--- config.mk ---
export PLATFORM = sky130hd
export DESIGN_NAME = dshot_telem_rx
export DESIGN_NICKNAME = d
export VERILOG_FILES = /design/src/rtl/dshot_telem_rx.sv
export SDC_FILE = /design/constraint.sdc
export NUM_CORES = 1
export LEC_CHECK = 0
export ABC_AREA = 1
export CORE_MARGIN = 1.5
export CORE_UTILIZATION = 54
export CTS_BUF_LIST = sky130_fd_sc_hd__clkbuf_16
export CTS_CLUSTER_DIAMETER = 80
export CTS_CLUSTER_SIZE = 24
export DETAILED_ROUTE_END_ITERATION = 6
export PLACE_DENSITY_LB_ADDON = 0.05
export SLEW_MARGIN = 5
export SYNTH_ARGS = -nofsm -noshare
export SYNTH_HDL_FRONTEND = slang
export SYNTH_SLANG_ARGS = --single-unit
--- constraint.sdc ---
create_clock -name clk -period 1.9 [get_ports clk]
set_input_delay 0.285 -clock clk [delete_from_list [all_inputs] [get_ports clk]]
set_output_delay 0.285 -clock clk [all_outputs]
set_load 0.005 [all_outputs]
--- src/rtl/dshot_telem_rx.sv ---
// ---------------------------------------------------------------------------
// dshot_telem_rx
// Bidirectional-DShot telemetry receiver. After the master releases the line
// and pulses arm, this block waits for the ESC reply start edge, samples the
// 21-bit NRZI/GCR reply in mid-bit, decodes it to a 16-bit word, checks the
// inverted 4-bit CRC and expands the eRPM period (mant << exp, microseconds).
//
// Ports
//   clk          in   system clock
//   resetn       in   synchronous active-low reset
//   arm          in   one-cycle pulse: line released, open the reply window
//   rx           in   raw telemetry line, idles high, asynchronous to clk
//   busy         out  high from accepted arm until done or timeout
//   done         out  one-cycle pulse, result outputs updated
//   timeout      out  one-cycle pulse, no start edge inside the window
//   data         out  decoded word {exp[15:13], mant[12:4], crc[3:0]}
//   crc_ok       out  CRC matched (and all codes valid)
//   gcr_ok       out  all four 5-bit codes were valid
//   erpm_period  out  mant << exp
//
// state      | meaning
// S_IDLE     | waiting for arm
// S_WAIT     | reply window open, timeout counter running, looking for fall
// S_SAMPLE   | mid-bit sampling of s[20] down to s[0]
// S_DECODE   | NRZI + GCR decode, CRC and eRPM into holding registers
// S_DONE     | publish results, pulse done
// ---------------------------------------------------------------------------
module dshot_telem_rx #(
  parameter int unsigned CLK_FREQ   = 16000000,
  parameter int unsigned SPEED      = 600000,
  parameter int unsigned TIMEOUT_US = 100
) (
  input  logic        clk,
  input  logic        resetn,
  input  logic        arm,
  input  logic        rx,
  output logic        busy,
  output logic        done,
  output logic        timeout,
  output logic [15:0] data,
  output logic        crc_ok,
  output logic        gcr_ok,
  output logic [15:0] erpm_period
);

  localparam int unsigned BIT_CNT = CLK_FREQ * 4 / (SPEED * 5);
  localparam int unsigned HALF    = BIT_CNT / 2;
  localparam int unsigned TO_CNT  = CLK_FREQ / 1000000 * TIMEOUT_US;
  localparam int unsigned PH_W    = $clog2(BIT_CNT + 1);
  localparam int unsigned TO_W    = $clog2(TO_CNT + 1);

  typedef enum logic [2:0] {
    S_IDLE,
    S_WAIT,
    S_SAMPLE,
    S_DECODE,
    S_DONE
  } state_e;

  state_e            state_q, state_d;
  logic              rx_meta_q, rs_q, rs_prev_q;
  logic [TO_W-1:0]   to_cnt_q, to_cnt_d, to_dec;
  logic [PH_W-1:0]   phase_q, phase_d;
  logic [4:0]        idx_q, idx_d;
  logic [20:0]       s_q, s_d;
  logic [15:0]       dec_data_q, dec_data_d;
  logic              dec_crc_q, dec_crc_d;
  logic              dec_gcr_q, dec_gcr_d;
  logic [15:0]       dec_erpm_q, dec_erpm_d;
  logic              busy_q, busy_d;
  logic              done_q, done_d;
  logic              timeout_q, timeout_d;
  logic [15:0]       data_q, data_d;
  logic              crc_ok_q, crc_ok_d;
  logic              gcr_ok_q, gcr_ok_d;
  logic [15:0]       erpm_q, erpm_d;

  logic              fall, edge_any;
  logic [19:0]       g;
  logic [15:0]       d_calc;
  logic [4:0]        dec5;
  logic              gcr_all;
  logic              crc_good;
  logic [15:0]       mant16;
  logic [15:0]       erpm_calc;

  // Returns {valid, nibble}; unmapped codes decode as nibble 0.
  function automatic logic [4:0] gcr_dec(input logic [4:0] code);
    logic [4:0] r;
    case (code)
      5'h19:   r = 5'h10;
      5'h1B:   r = 5'h11;
      5'h12:   r = 5'h12;
      5'h13:   r = 5'h13;
      5'h1D:   r = 5'h14;
      5'h15:   r = 5'h15;
      5'h16:   r = 5'h16;
      5'h17:   r = 5'h17;
      5'h1A:   r = 5'h18;
      5'h09:   r = 5'h19;
      5'h0A:   r = 5'h1A;
      5'h0B:   r = 5'h1B;
      5'h1E:   r = 5'h1C;
      5'h0D:   r = 5'h1D;
      5'h0E:   r = 5'h1E;
      5'h0F:   r = 5'h1F;
      default: r = 5'h00;
    endcase
    return r;
  endfunction

  // rx synchronizer and edge detect; flops idle high so reset never looks
  // like a start edge.
  always_ff @(posedge clk) begin
    if (!resetn) begin
      rx_meta_q <= 1'b1;
      rs_q      <= 1'b1;
      rs_prev_q <= 1'b1;
    end else begin
      rx_meta_q <= rx;
      rs_q      <= rx_meta_q;
      rs_prev_q <= rs_q;
    end
  end

  assign fall     = rs_prev_q & ~rs_q;
  assign edge_any = rs_prev_q ^ rs_q;
  assign to_dec   = (to_cnt_q != '0) ? to_cnt_q - TO_W'(1) : '0;

  // Frame decode from the captured levels; only consumed in S_DECODE.
  always_comb begin
    g       = s_q[19:0] ^ s_q[20:1];
    d_calc  = '0;
    dec5    = '0;
    gcr_all = 1'b1;
    for (int k = 0; k < 4; k++) begin
      dec5               = gcr_dec(g[k*5 +: 5]);
      d_calc[k*4 +: 4]   = dec5[3:0];
      gcr_all            = gcr_all & dec5[4];
    end
    crc_good  = gcr_all && (d_calc[3:0] == ~(d_calc[15:12] ^ d_calc[11:8] ^ d_calc[7:4]));
    mant16    = {7'd0, d_calc[12:4]};
    erpm_calc = mant16 << d_calc[15:13];
  end

  always_comb begin
    state_d    = state_q;
    to_cnt_d   = to_cnt_q;
    phase_d    = phase_q;
    idx_d      = idx_q;
    s_d        = s_q;
    dec_data_d = dec_data_q;
    dec_crc_d  = dec_crc_q;
    dec_gcr_d  = dec_gcr_q;
    dec_erpm_d = dec_erpm_q;
    busy_d     = busy_q;
    done_d     = 1'b0;
    timeout_d  = 1'b0;
    data_d     = data_q;
    crc_ok_d   = crc_ok_q;
    gcr_ok_d   = gcr_ok_q;
    erpm_d     = erpm_q;

    case (state_q)
      S_IDLE: begin
        // An arm coinciding with the done pulse is dropped.
        if (arm && !done_q) begin
          to_cnt_d = TO_W'(TO_CNT);
          busy_d   = 1'b1;
          state_d  = S_WAIT;
        end
      end

      S_WAIT: begin
        to_cnt_d = to_dec;
        // Start edge takes priority over an expiring window. The <= 1 also
        // covers a counter that ran out during a rejected glitch.
        if (fall) begin
          phase_d = PH_W'(HALF);
          idx_d   = 5'd20;
          state_d = S_SAMPLE;
        end else if (to_cnt_q <= TO_W'(1)) begin
          timeout_d = 1'b1;
          busy_d    = 1'b0;
          state_d   = S_IDLE;
        end
      end

      S_SAMPLE: begin
        // Window keeps running so a glitch cannot extend it.
        to_cnt_d = to_dec;
        if (phase_q <= PH_W'(1)) begin
          s_d[idx_q] = rs_q;
          phase_d    = PH_W'(BIT_CNT);
          idx_d      = idx_q - 5'd1;
          if (idx_q == 5'd20 && rs_q) begin
            state_d = S_WAIT;
          end else if (idx_q == 5'd0) begin
            state_d = S_DECODE;
          end
        end else if (edge_any) begin
          phase_d = PH_W'(HALF);
        end else begin
          phase_d = phase_q - PH_W'(1);
        end
      end

      S_DECODE: begin
        dec_data_d = d_calc;
        dec_crc_d  = crc_good;
        dec_gcr_d  = gcr_all;
        dec_erpm_d = erpm_calc;
        state_d    = S_DONE;
      end

      S_DONE: begin
        data_d   = dec_data_q;
        crc_ok_d = dec_crc_q;
        gcr_ok_d = dec_gcr_q;
        erpm_d   = dec_erpm_q;
        done_d   = 1'b1;
        busy_d   = 1'b0;
        state_d  = S_IDLE;
      end

      default: state_d = S_IDLE;
    endcase
  end

  always_ff @(posedge clk) begin
    if (!resetn) begin
      state_q    <= S_IDLE;
      to_cnt_q   <= '0;
      phase_q    <= '0;
      idx_q      <= '0;
      s_q        <= '0;
      dec_data_q <= '0;
      dec_crc_q  <= 1'b0;
      dec_gcr_q  <= 1'b0;
      dec_erpm_q <= '0;
      busy_q     <= 1'b0;
      done_q     <= 1'b0;
      timeout_q  <= 1'b0;
      data_q     <= '0;
      crc_ok_q   <= 1'b0;
      gcr_ok_q   <= 1'b0;
      erpm_q     <= '0;
    end else begin
      state_q    <= state_d;
      to_cnt_q   <= to_cnt_d;
      phase_q    <= phase_d;
      idx_q      <= idx_d;
      s_q        <= s_d;
      dec_data_q <= dec_data_d;
      dec_crc_q  <= dec_crc_d;
      dec_gcr_q  <= dec_gcr_d;
      dec_erpm_q <= dec_erpm_d;
      busy_q     <= busy_d;
      done_q     <= done_d;
      timeout_q  <= timeout_d;
      data_q     <= data_d;
      crc_ok_q   <= crc_ok_d;
      gcr_ok_q   <= gcr_ok_d;
      erpm_q     <= erpm_d;
    end
  end

  assign busy        = busy_q;
  assign done        = done_q;
  assign timeout     = timeout_q;
  assign data        = data_q;
  assign crc_ok      = crc_ok_q;
  assign gcr_ok      = gcr_ok_q;
  assign erpm_period = erpm_q;

endmodule

---- After elaboration in Yosys (flattened, before gate mapping) ----
Memory sizes are Yosys's and may differ from the RTL's.
Cells that the tools add are included.
operators by class
  add/sub/neg operators ................... 3
  magnitude comparators ................... 4
  eq/ne operators ......................... 13
  shifts and indexed selects .............. 1
  muxes and demuxes ....................... 26
  bitwise logic cells ..................... 12
  reductions and logical operators ........ 19
operators with widths
  kind                                                                                count
  5-bit 2-to-1 mux                                                                    5
  11-bit 2-to-1 mux                                                                   2
  11-bit one-hot mux with 2 select lines                                              1
  21-bit bitwise mux                                                                  1
  5-bit one-hot mux with 2 select lines                                               2
  20-bit bitwise XOR                                                                  1
  3-bit 2-to-1 mux                                                                    6
  9-bit by 3-bit << shifter with 16-bit output                                        1
  3-bit one-hot mux with 4 select lines                                               1
  11-bit by 1-bit less-or-equal comparator with 1-bit output (second input constant)  1
  11-bit nonzero test                                                                 1
  11-bit by 1-bit subtractor with 11-bit output (second input constant)               1
  2-bit != test (second input constant)                                               5
  5-bit by 1-bit subtractor with 5-bit output (second input constant)                 2
  4-bit AND reduction                                                                 2
  4-bit bitwise XOR                                                                   2
  3-bit by 2-bit == test with 1-bit output (second input constant)                    2
  5-bit by 6-bit < comparator with 1-bit output (second input constant)               1
  1-bit 2-to-1 mux                                                                    6
  3-bit != test (second input constant)                                               2
  2-bit AND reduction                                                                 3
  1-bit demux with 5-bit select                                                       1
  5-bit == test (second input constant)                                               1
  5-bit by 1-bit >= comparator with 1-bit output (second input constant)              1
  other kinds (18)                                                                    27
word-level totals
  register bits after elaboration ......... 119
  memory bits (read-only) ................. 640
  output and inout bits ................... 37
  logic and storage cells ................. 101
  memories ................................ 4
memory list
  name              depth  width  rd ports  clocked after memory_dff  write ports  line  text
  (name not given)  32     5      1         0                         0            90    case (code)
  (name not given)  32     5      1         0                         0            90
  (name not given)  32     5      1         0                         0            90
  (name not given)  32     5      1         0                         0            90

---- Logic depth before layout (Yosys ltp) ----
Gate-level depths: netlist (run 1).
An unclocked memory read counts as a cell.
  depth after elaboration ................. 7
  mapped depth ............................ 17

---- Worst setup path after synthesis (run 1) ----
Ideal clock, no wire load.
  kind .................................... register to register
  start point ............................. reg rs_q
  end point ............................... reg idx_q[4]
  arrival time ............................ 1,742 ps
  required time ........................... 1,768 ps
  path slack .............................. 26 ps
  cell stages (with the launch flop) ...... 14
  buffers on the path ..................... 1
  clock period less this slack ............ 1,874 ps
  cells stage by stage .................... dfxtp_1 > clkbuf_1 > inv_1 > ha_1 > inv_1 > nor2_2 > nor2_1 > inv_1 > nand2_1 > inv_1 > nand2_1 > inv_1 > a21oi_1 > a21oi_1
between the ends
  word-level cells in the longest chain between the ends .. 4
ends and longest elaborated chain
  element                               line  text
  from (decl)                           61    logic rx_meta_q, rs_q, rs_prev_q;
  from (signal assigned)                121   rs_q <= rx_meta_q;
  1-bit NOT                             126   assign fall = rs_prev_q & ~rs_q;
  1-bit bitwise AND                     126
  2-bit != test (no source line)        --
  3-bit AND reduction (no source line)  --
  to (signal assigned)                  252   idx_q <= idx_d;
  to (decl)                             64    logic [4:0] idx_q, idx_d;
No other way between the ends.
A chain may end at the register's enable or synchronous reset.

---- Worst setup path in the final report (run 1) ----
  start point ............................. reg s_q[16]
  end point ............................... reg dec_erpm_q[9]
between the ends
  word-level cells in the longest chain between the ends .. 3
ends and longest elaborated chain
  element                                       line  text
  from (decl)                                   65    logic [20:0] s_q, s_d;
  from (signal assigned)                        236   s_q <= '0;
  from (signal assigned)                        253   s_q <= s_d;
  20-bit bitwise XOR                            132   g = s_q[19:0] ^ s_q[20:1];
  memory read 32 x 5 bit                        --
  9-bit by 3-bit << shifter with 16-bit output  143   erpm_calc = mant16 << d_calc[15:13];
  to (signal assigned)                          257   dec_erpm_q <= dec_erpm_d;
  to (decl)                                     69    logic [15:0] dec_erpm_q, dec_erpm_d;
No other way between the ends.

==> impl_results.md, run 1 <==
* Final HPWL DP at 11.5 mm
* DP Cell Count at 1134
* CTS root buf: clkbuf_16
* HP Class: in2reg
* YS warnings at 0
* Routed len/inst at 13.7 um
* Core outline area at 11400 um^2
* Syn_nets at 949
* CTS buffer count at 17
* Most frequent cells in the layout: nand2_1, dfxtp_1, inv_1, nor2_1, o21ai_0
* Dominant synthesized flop cell: dfxtp_1
* Synth Area in Adders at 0.0316
* Fin. Hold Viols at 0
* Largest net degree at the start of global routing at 42
* Remaining DRCs at 0
* First-pass GRT wire length at 27.1 mm
* Count of cell types in the netlist at 45
* Diodes inserted at 0
* Vias post-DR at 6207
* CTS clk-pin slew, worst paths at 0.06 ns
* Logic pwr share at 0.296
* Pwr Density at 1190 nW/um^2
* GR Util All Layers at 0.268
* Status: complete, no violations
* Worst Setup End Kind: register
* Psw at 3.17 mW
* Via density at 5.31
* TritonCTS clock tree: built
* Worst-path maximum fanout at 6
* Largest family of logic cells by synthesized area: simple AND/OR/NAND/NOR gates
* Crit path launch type: register
* Drt pass-1 iters at 5
* Highest Clock Rate at 530 MHz
* Asr flop ratio synth at 0
* Post-synthesis compound-gate area fraction at 0.169
* Finished Layout Cells at 1169
* Final worst-path cycle share at 0.993
* Most common cell after layout, fill and taps aside: nand2_1
* Final Core Density at 0.705
* Multi-input gate area at 3580 um^2
* Area added between synthesis and finish at 27.0%
* Sw frac at 0.332
* Clock power share at 0.380
* Initial Util at 0.555
* Reg power frac at 0.323
* Syn_area_per_cell at 6.82 um^2
* CTS max path bufs at 2
* Post-Synth Simple-Gate Area at 0.301
* Max-slew headroom at 0.734
* Final Skew at 0.0103 ns
* CP Class: reg2reg
* Post-Syn Area at 6340 um^2
* Post-synthesis register bit count at 119
* Num rows at 39
* Final slew viol count at 0
* Sequential element share of the synthesized area at 0.376
* Net count, final at 1033
* P_leak at 3.65 nW
* Worst hold slack at 0.357 ns
* Initial antenna violation count at 0
* Critical path required time at 2.27 ns
* Final setup violation count at 0
* Drt total wl at 16.0 mm
* P_int at 6.38 mW
* Max Cap Violations at 0
* Die height at 111 um
* Initial DRC Count at 489
* Sink Count at 119
* Remaining antenna violation count at 0
* Post-Route Setup TNS at 0 ns
* Buffers on Ports at 40
* Unrepaired setup endpoints after global routing: true
* XOR/XNOR Fraction of Synth Area at 0.0340
* Layout cells sized above 1 at 0.175
* Vias in the first global route at 5874
* # fillers at 965
* Mux cell area share after synthesis at 0
* Crit path DAT at 2.25 ns
* Mapped Cells at 929
* FF+latch area at 2400 um^2
* Die width at 111 um
* CTS H-tree lvls at 4
* Min Tclk post-route at 1.89 ns
* Gr ovfl total at 0
* Die area at 12400 um^2
* Final Wtd Congestion at 0.943
* Post-synth EDFFs at 0
* Skew-Pair Late Insertion Delay at 0.42 ns
* I/O pins at 41
* Maximum vdd drop at 0.00124 V
* Worst slew pin tran at 0.396 ns
layout make-up:
class / count / area share
timing repair buffer: 97 / 0.104
clock buffer: 17 / 0.0528
sequential: 119 / 0.298
inverter: 108 / 0.0503
multi-input combinational: 670 / 0.444
clock inverter: 15 / 0.0287
tap: 143 / 0.0222
cells in the mapped netlist, types with 4 or more instances:
library cell,count,area (um^2)
nand3_1,64,320
a21oi_1,60,300
clkbuf_1,23,86.3
inv_1,99,372
ha_1,16,200
xnor2_1,8,70.1
o211ai_1,5,37.5
o311a_1,18,180
xor2_1,11,96.3
dfxtp_1,119,2380
nor2_1,99,372
or2_2,5,31.3
inv_2,9,33.8
a31oi_1,4,25.0
o21ai_1,5,25.0
nand2_1,241,905
nand2_2,11,68.8
nor2_2,4,25.0
a211oi_1,4,30.0
o21ai_0,80,400
buf_2,4,20.0
worst max-delay path, cell delays in order (launching register included):
cell	delay [ns]
dfxtp_2	0.34
buf_6	0.12
xor2_2	0.17
ha_1	0.29
nor2_2	0.11
nand3_1	0.10
nand2_2	0.11
inv_2	0.07
buf_4	0.16
nand2_1	0.10
nand3_1	0.08
nand3_1	0.09
nand2_1	0.05
inv_1	0.05
sequential cells by signal, indices dropped and copies added (netlist names):
name and cells:
data 16, s_q 21, gcr_ok 1, timeout 1, rs_prev_q 1, rs_q 1
state_q 3, phase_q 5, dec_crc_q 1, crc_ok 1, dec_erpm_q 16, dec_gcr_q 1
busy 1, to_cnt_q 11, dec_data_q 16, erpm_period 16, done 1, idx_q 5
rx_meta_q 1
power groups by stage:
stage | registers [mW] | clock network [mW] | logic, mW
2_1_floorplan | 3.08 | 0 | 1.92
3_3_place_gp | 3.10 | 0 | 2.53
3_5_place_dp | 3.12 | 0 | 2.62
4_1_cts | 3.08 | 3.66 | 2.66
5_1_grt | 3.13 | 3.77 | 3.20
6_report | 3.09 | 3.63 | 2.83
repair_timing:
item / 4_1_cts / 5_1_grt
resized for setup: 21 / 51
pin swaps: 8 / 13
hold endpoints to repair: 0 / 0
setup endpoints to repair: 14 / 48
setup buffers: 0 / 4
hold buffers: 0 / 0
metal layers:
metal	wire (um)	vias up	global-route usage
met5	0	-	0
met4	439	0	0.131
met3	647	33	0.0452
met2	7530	163	0.452
met1	7370	2821	0.334
li1	-	3190	-
stage by stage:
stage | setup WS, ns | power, mW | area [um^2]
after CTS | -0.00216 | 9.40 | 7890
after global routing | -0.125 | 10.1 | 8050
after global placement | -0.0942 | 5.64 | 7170
after detailed placement | -0.122 | 5.74 | 7170
final | 0.0141 | 9.54 | 8050
after floorplan | 0.0259 | 5.00 | 6340
worst paths after layout:
check,start,endpoint,slack [ns],cells after the start
max,s_q[16]$_SDFFE_PN0P_,dec_erpm_q[9]$_SDFFE_PN0P_,0.01,13
min,resetn,dec_erpm_q[5]$_SDFFE_PN0P_,0.36,4
max reg2reg,s_q[16]$_SDFFE_PN0P_,dec_erpm_q[9]$_SDFFE_PN0P_,0.01,13
min reg2reg,rx_meta_q$_SDFF_PN1_,rs_q$_SDFF_PN1_,0.42,1
cell families (layout without fill, tap and decap cells):
family / after synthesis / in the layout
AND/OR/NAND/NOR: 447 / 447
flip-flops: 119 / 119
adder cells (fa/ha/maj): 16 / 16
XOR/XNOR: 22 / 22
AO/OA/AOI/OAI: 185 / 185
buffers and inverters: 140 / 237
Power figures use the tool's default switching activity.
==> inputs of run 2 (changes only) <==
Settings changed: CORE_MARGIN 1.5 to default, CTS_BUF_LIST sky130_fd_sc_hd__clkbuf_16 to default, CTS_CLUSTER_SIZE 24 to 16.
==> run 2 against run 1 <==
Against the previous run:
- critical path depth is 1 higher
- flip-flop and latch count stayed put
- utilization is 0.54 points higher
- the flow now finishes with violations (setup timing)
- maximum frequency is 2.6% lower
- die area is 1.8% lower
- global-route usage is 0.70 points higher
- final cell count is 0.34% lower
- hold slack worse by 0.14 ns
- critical endpoint is now dec_crc_q$_SDFFE_PN0P_
- critical path type unchanged
- clock skew is 0.0016 ns lower
==> impl_results.md, run 2 (same netlist as run 1, synthesis figures left out) <==
* Worst hold slack at 0.213 ns (-0.145 ns)
* Largest net degree at the start of global routing at 44 (+4.8%)
* Final Skew at 0.00869 ns (-0.00157 ns)
* CTS max path bufs at 2 (unchanged)
* Drt pass-1 iters at 5 (unchanged)
* Pwr Density at 1190 nW/um^2 (+0.60%)
* Die width at 110 um (-0.90%)
* Most frequent cells in the layout: nand2_1, dfxtp_1, nor2_1
* Die area at 12200 um^2 (-1.8%)
* Critical path required time at 2.25 ns (-0.02 ns)
* DR top layer: met4
* Drt total wl at 15.9 mm (-0.69%)
* Crit path DAT at 2.29 ns (+0.04 ns)
* Die height at 110 um (-0.90%)
* Largest stage delay, worst path at 0.33 ns (about the same)
* Met3 WL at 691 um (+6.8%)
* Final slew viol count at 0 (unchanged)
* CTS clk-pin slew, worst paths at 0.06 ns (about the same)
* Crit path launch type: register
* Remaining DRCs at 0 (unchanged)
* Maximum vdd drop at 0.00135 V (+8.7%)
* Worst Setup End Kind: register
* Most common cell after layout, fill and taps aside: nand2_1
* Final worst-path cycle share at 1.02 (+0.0261)
* Max Cap Violations at 0 (unchanged)
* Fin. Hold Viols at 0 (unchanged)
* First-pass GRT wire length at 25.9 mm (-4.6%)
* RR Endpoint: dec_crc_q$_SDFFE_PN0P_
* Failing checks: setup timing
* Via density at 5.33 (+0.33%)
* Met2 WL at 7.57 mm (+0.57%)
* Clock power share at 0.386 (+0.006)
* GR Util All Layers at 0.275 (+0.00698)
* Post-Route Setup TNS at -0.0714 ns (-0.0714 ns)
* Vias post-DR at 6206 (-0.016%)
* Initial DRC Count at 445 (-9.0%)
* Core outline area at 11400 um^2 (unchanged)
* I/O pins at 41 (unchanged)
* Setup ws final at -0.0355 ns (-0.0496 ns)
* Final setup violation count at 4 (+4)
* Remaining antenna violation count at 0 (unchanged)
* Met1 Wirelength at 7.24 mm (-1.8%)
* Gr ovfl total at 0 (unchanged)
* Num rows at 39 (unchanged)
* Reg2reg setup slack at -0.04 ns (-0.05 ns)
* Pwr Total at 9.67 mW (+1.4%)
* Routed len/inst at 13.6 um (-0.35%)
* Highest Clock Rate at 517 MHz (-2.6%)
* Worst slew pin tran at 0.499 ns (+0.103 ns)
* Logic pwr share at 0.296 (about the same)
* TritonCTS clock tree: built
* Layout cells sized above 1 at 0.182 (+0.00656)
* P_leak at 3.64 nW (-0.42%)
* Worst-path maximum fanout at 3 (-3)
* Psw at 3.17 mW (+0.17%)
* Vias in the first global route at 5703 (-2.9%)
* CTS root buf: clkbuf_16
* Max reg flops at 21 (unchanged)
* Worst Reg2Reg Path Length in Cells at 14 (+1)
* CTS buffer count at 17 (unchanged)
* CP Cell Sequence: buf_6 -> xor2_2 -> ha_1 -> nor2_2 -> nand2_1 -> nand2_1 -> nand2_1 -> nand2_1 -> nand2_1 -> nor2_1 -> nand2_1 -> nor2_2 -> nand3_2 -> a21oi_1
* Reg power frac at 0.318 (-0.005)
* Max-slew headroom at 0.667 (-0.0669)
* Sw frac at 0.328 (-0.00391)
* CP Class: reg2reg
* P_int at 6.50 mW (+2.0%)
* Cell mode on critical path: nand2_1
* Final HPWL DP at 11.4 mm (-0.74%)
* Sink Count at 119 (unchanged)
* Initial antenna violation count at 0 (unchanged)
* Worst Setup SP: s_q[16]$_SDFFE_PN0P_
* HP Class: in2reg
* CTS H-tree lvls at 4 (unchanged)
* Buffers on Ports at 40 (unchanged)
* Min Tclk post-route at 1.94 ns (+0.0496 ns)
* Unrepaired setup endpoints after global routing: true
* Initial Util at 0.555 (unchanged)
* Largest Register: s_q
* Area added between synthesis and finish at 28.0%
* Final Core Density at 0.710 (+0.00537)
* Status: finished, violations left
* Hold depth at 3 (-1)
* Slowest-stage cell, CP: dfxtp_2
* Net count, final at 1029 (-0.39%)
* Final Wtd Congestion at 0.907 (-3.8%)
* Diodes inserted at 0 (unchanged)
* CP endpoint: dec_crc_q$_SDFFE_PN0P_
* Reg-to-reg startpoint: s_q[16]$_SDFFE_PN0P_
* Skew-Pair Late Insertion Delay at 0.42 ns (about the same)
## run 2: cell types whose count changed in the layout (fill, tap and decap cells not counted), sizes merged
cell	previous run	this run
clkbuf	17	20
clkinv	7	4
buf	58	54
clkinvlp	1	2
inv	109	108
## run 2: layout make-up
cell class | count | area [um^2]
Tap cell | 143 | 179
Sequential cell | 119 | 2400
Clock inverter | 12 | 220
Timing Repair Buffer | 93 | 821
Fill cell | 942 | 3310
Multi-Input combinational cell | 670 | 3610
Clock buffer | 20 | 467
Inverter | 108 | 409
## run 2: routing by layer
layer  GRT usage  vias to the layer above
met1       0.340                     2832
met3      0.0570                       25
met4       0.125                        0
met5           0                        -
met2       0.460                      165
li1            -                     3184
## run 2: how the worst min path moves through the flow
stage | endpoint | slack, ns | start
floorplan | rx_meta_q$_SDFF_PN1_ | 0.39 | rx
global placement | rs_q$_SDFF_PN1_ | 0.40 | rx_meta_q$_SDFF_PN1_
detailed placement | rs_q$_SDFF_PN1_ | 0.40 | rx_meta_q$_SDFF_PN1_
CTS | dec_erpm_q[9]$_SDFFE_PN0P_ | 0.19 | resetn
global route | dec_erpm_q[8]$_SDFFE_PN0P_ | 0.23 | resetn
finish | dec_erpm_q[8]$_SDFFE_PN0P_ | 0.21 | resetn
## run 2: what timing repair did
action | in CTS | in global routing
setup buffers | 0 | 5
resized for setup | 14 | 63
hold buffers | 0 | 0
pin swaps | 4 | 26
setup endpoints to repair | 23 | 45
## run 2: power groups by stage
| stage | Clock [mW] | Sequential (mW) | Combinational [mW] |
|---|---|---|---|
| after global routing | 3.87 | 3.13 | 3.23 |
| after global placement | 0 | 3.10 | 2.53 |
| after detailed placement | 0 | 3.12 | 2.64 |
| after CTS | 3.77 | 3.07 | 2.67 |
| after floorplan | 0 | 3.08 | 1.92 |
| final | 3.73 | 3.08 | 2.87 |
## run 2: per-stage QoR
stage               cell area, um^2  instances  setup WS, ns
floorplan                      6340        929        0.0259
global placement               7120       1128       -0.0808
detailed placement             7120       1128       -0.0794
CTS                            7860       1160       -0.0338
global route                   8110       1165        -0.142
finish                         8110       1165       -0.0355
## run 2: worst max-delay path: cells and delay by family, from the launching register on
family	cells	cell delay, ns
AND/OR/NAND/NOR	10	0.81
buffers and inverters	1	0.13
AO/OA/AOI/OAI	1	0.13
adder cells (fa/ha/maj)	1	0.32
XOR/XNOR	1	0.17
flip-flops	1	0.33
==> inputs of run 3 (changes only) <==
Settings changed: ABC_AREA 1 to 0, CORE_UTILIZATION 54 to 55.
Clock period 1.9 ns to 2.19 ns, I/O delays scaled along.
==> run 3 against run 2 <==
Against the previous run:
- sequential share of layout area is 0.083 points higher
- area after synthesis rose by 2.5%
- the flow still finishes with violations (setup timing)
- maximum frequency fell by 13%
- largest cell class unchanged
- die area is 0.60% higher
==> impl_results.md, run 3 <==
* First-pass GRT wire length at 25.4 mm (-1.9%)
* Placed cell areas at 7120 um^2 (unchanged)
* I/O pins at 41 (unchanged)
* Slowest-stage cell, CP: dfxtp_4
* Most frequent cells in the layout: nand2_1, dfxtp_1, nor2_1
* Status: finished, violations left
* Most common cell after layout, fill and taps aside: nand2_1
* Highest Clock Rate at 448 MHz (-13%)
* Layout cells sized above 1 at 0.165 (-0.0174)
* GR Util All Layers at 0.254 (-0.0213)
* Post-synthesis register bit count at 119 (unchanged)
* Critical path buffer and inverter count at 1 (unchanged)
* Die width at 111 um (+0.30%)
* Net count, final at 888 (-14%)
* TritonCTS clock tree: built
* XOR/XNOR Fraction of Synth Area at 0.0462 (+0.0123)
* Vias post-DR at 5866 (-5.5%)
* Max Cap Violations at 0 (unchanged)
* Mapped Cells at 818 (-12%)
* Remaining DRCs at 0 (unchanged)
* CP Cell Sequence: xor2_2 -> ha_1 -> nand3b_1 -> a22oi_2 -> a311oi_2 -> a2111o_1 -> nor4_4 -> buf_4 -> a21oi_1 -> nor2_1
* Initial Util at 0.566 (+0.0113)
* Final worst-path cycle share at 1.02 (about the same)
* Num rows at 39 (unchanged)
* Max reg flops at 21 (unchanged)
* Post-synth EDFFs at 0 (unchanged)
* Top cells by area, synth: dfxtp_1, a21oi_1, nand2_1
* Worst Setup End Kind: register
* P_leak at 2.95 nW (-19%)
* Routed len/inst at 15.0 um (+10%)
* CTS buffer count at 17 (unchanged)
* HP Class: reg2reg
* Hold_buf cts at 0 (unchanged)
* Post-Synth Simple-Gate Area at 0.261 (-0.0408)
* Mux cell area share after synthesis at 0.0574 (+0.0574)
* CP delay by family, top: compound AO/OA/AOI/OAI gates
* Area added between synthesis and finish at 24.2%
* Initial antenna violation count at 0 (unchanged)
* Sink Count at 119 (unchanged)
* Dominant synthesized flop cell: dfxtp_1
* Final slew viol count at 0 (unchanged)
* Final Wtd Congestion at 0.925 (+2.0%)
* Buffers on Ports at 40 (unchanged)
* # fillers at 932 (-1.1%)
* Post-synthesis compound-gate area fraction at 0.181 (+0.0113)
* Asr flop ratio synth at 0 (unchanged)
* CTS root buf: clkbuf_16
* Core outline area at 11500 um^2 (+0.43%)
* CTS H-tree lvls at 4 (unchanged)
* Via density at 5.73 (+7.5%)
* Worst-path maximum fanout at 4 (+1)
* Largest stage delay, worst path at 0.36 ns (+0.03 ns)
* Largest net degree at the start of global routing at 62 (+41%)
* Min Tclk post-route at 2.23 ns (+0.297 ns)
* Final setup violation count at 3 (-1)
* Crit path launch type: register
* Final Skew at 0.0127 ns (+0.00399 ns)
* YS warnings at 0 (unchanged)
* Post-Syn Area at 6490 um^2 (+2.5%)
* Crit path DAT at 2.58 ns (+0.29 ns)
* Critical path required time at 2.54 ns (+0.29 ns)
* Most frequent cell after synthesis: dfxtp_1
* Count of cell types in the netlist at 78 (+73%)
* Worst slew pin tran at 0.584 ns (+0.0858 ns)
* Skew-Pair Late Insertion Delay at 0.42 ns (about the same)
* Drt total wl at 15.4 mm (-3.2%)
* CTS clk-pin slew, worst paths at 0.05 ns (about the same)
* Sequential element share of the synthesized area at 0.367 (-0.00905)
* Final HPWL DP at 10.5 mm (-7.6%)
* Syn_area_per_cell at 7.94 um^2 (+16%)
* Post-Route Setup TNS at -0.112 ns (-0.0406 ns)
* Area share of the largest cell type after synthesis at 0.367 (-0.00905)
* Remaining antenna violation count at 0 (unchanged)
* Setup ws final at -0.0421 ns (-0.00657 ns)
* Design Area, Final at 8070 um^2 (-0.54%)
* Unrepaired setup endpoints after global routing: true
* Failing checks: setup timing
* Post-synth top cells: dfxtp_1, nand2_1, nor2_1
* Fin. Hold Viols at 0 (unchanged)
* Drt pass-1 iters at 5 (unchanged)
* Max-slew headroom at 0.607 (-0.0597)
* CP Class: reg2reg
* Largest Register: s_q
* Synth area leader: dfxtp_1
* Synth Area in Adders at 0.0308 (-0.000761)
* Diodes inserted at 0 (unchanged)
* Maximum vdd drop at 0.000909 V (-33%)
* Die height at 111 um (+0.30%)
* Initial DRC Count at 365 (-18%)
* Gr ovfl total at 0 (unchanged)
* Pwr Density at 760 nW/um^2 (-36%)
* CTS max path bufs at 2 (unchanged)
* Largest family of logic cells by synthesized area: simple AND/OR/NAND/NOR gates
* Die area at 12200 um^2 (+0.60%)
* Syn_nets at 838 (-12%)
* Vias in the first global route at 5351 (-6.2%)
-- run 3: final cells by class --
| cell class | instances | area, um^2 | area share |
|---|---|---|---|
| well taps | 143 | 179 | 0.0222 |
| flip-flops and latches | 119 | 2400 | 0.297 |
| multi-input cells | 620 | 3900 | 0.483 |
| clock buffers | 20 | 467 | 0.0578 |
| repair buffers | 89 | 801 | 0.0992 |
| clock inverters | 12 | 245 | 0.0304 |
| inverters | 21 | 78.8 | 0.00977 |
-- run 3: metrics by stage --
step	power, mW	instances	setup slack, ns	hold WS, ns	util
after global placement	2.82	983	-0.0593	0.402	0.621
final	6.13	1024	-0.0421	0.424	0.704
after CTS	6.17	1019	0.000216	0.417	0.691
after global routing	6.34	1024	-0.169	0.455	0.704
after detailed placement	2.85	983	-0.180	0.396	0.621
after floorplan	2.72	818	0.00119	0.386	-
-- run 3: timing repair --
item,4_1_cts,5_1_grt
endpoints found under the setup margin,14,18
pin swaps,3,7
setup buffers,4,4
resized for setup,13,29
cloned,0,1
-- run 3: worst paths after layout --
path                                 end  cells past startpoint  slack (ns)                  from
setup / recovery  dec_gcr_q$_SDFFE_PN0P_                     10       -0.04  s_q[11]$_SDFFE_PN0P_
hold / removal           rs_q$_SDFF_PN1_                      1        0.42  rx_meta_q$_SDFF_PN1_
setup reg to reg  dec_gcr_q$_SDFFE_PN0P_                     10       -0.04  s_q[11]$_SDFFE_PN0P_
hold reg to reg          rs_q$_SDFF_PN1_                      1        0.42  rx_meta_q$_SDFF_PN1_
-- run 3: cells by family (layout without fill, tap and decap cells) --
kind of cell               after synthesis  count (layout)
and+or+nand+nor                        350             350
DFF                                    119             119
buffers and inverters                   79             142
muxes                                   36              36
AOI/OAI and AO/OA                      187             187
xor gates and xnor gates                31              31
adders and majority gates               16              16
-- run 3: report_power, final --
group | switching [mW] | internal [mW]
Clock | 0.984 | 2.34
Sequential | 0.0769 | 2.23
Combinational | 0.295 | 0.206
-- run 3: metal layers --
metal / track usage / vias to the layer above / wire, um
met5: 0 / - / 0
met4: 0.0978 / 0 / 300
li1: - / 2913 / -
met1: 0.332 / 2765 / 7000
met3: 0.0618 / 30 / 691
met2: 0.405 / 158 / 7370
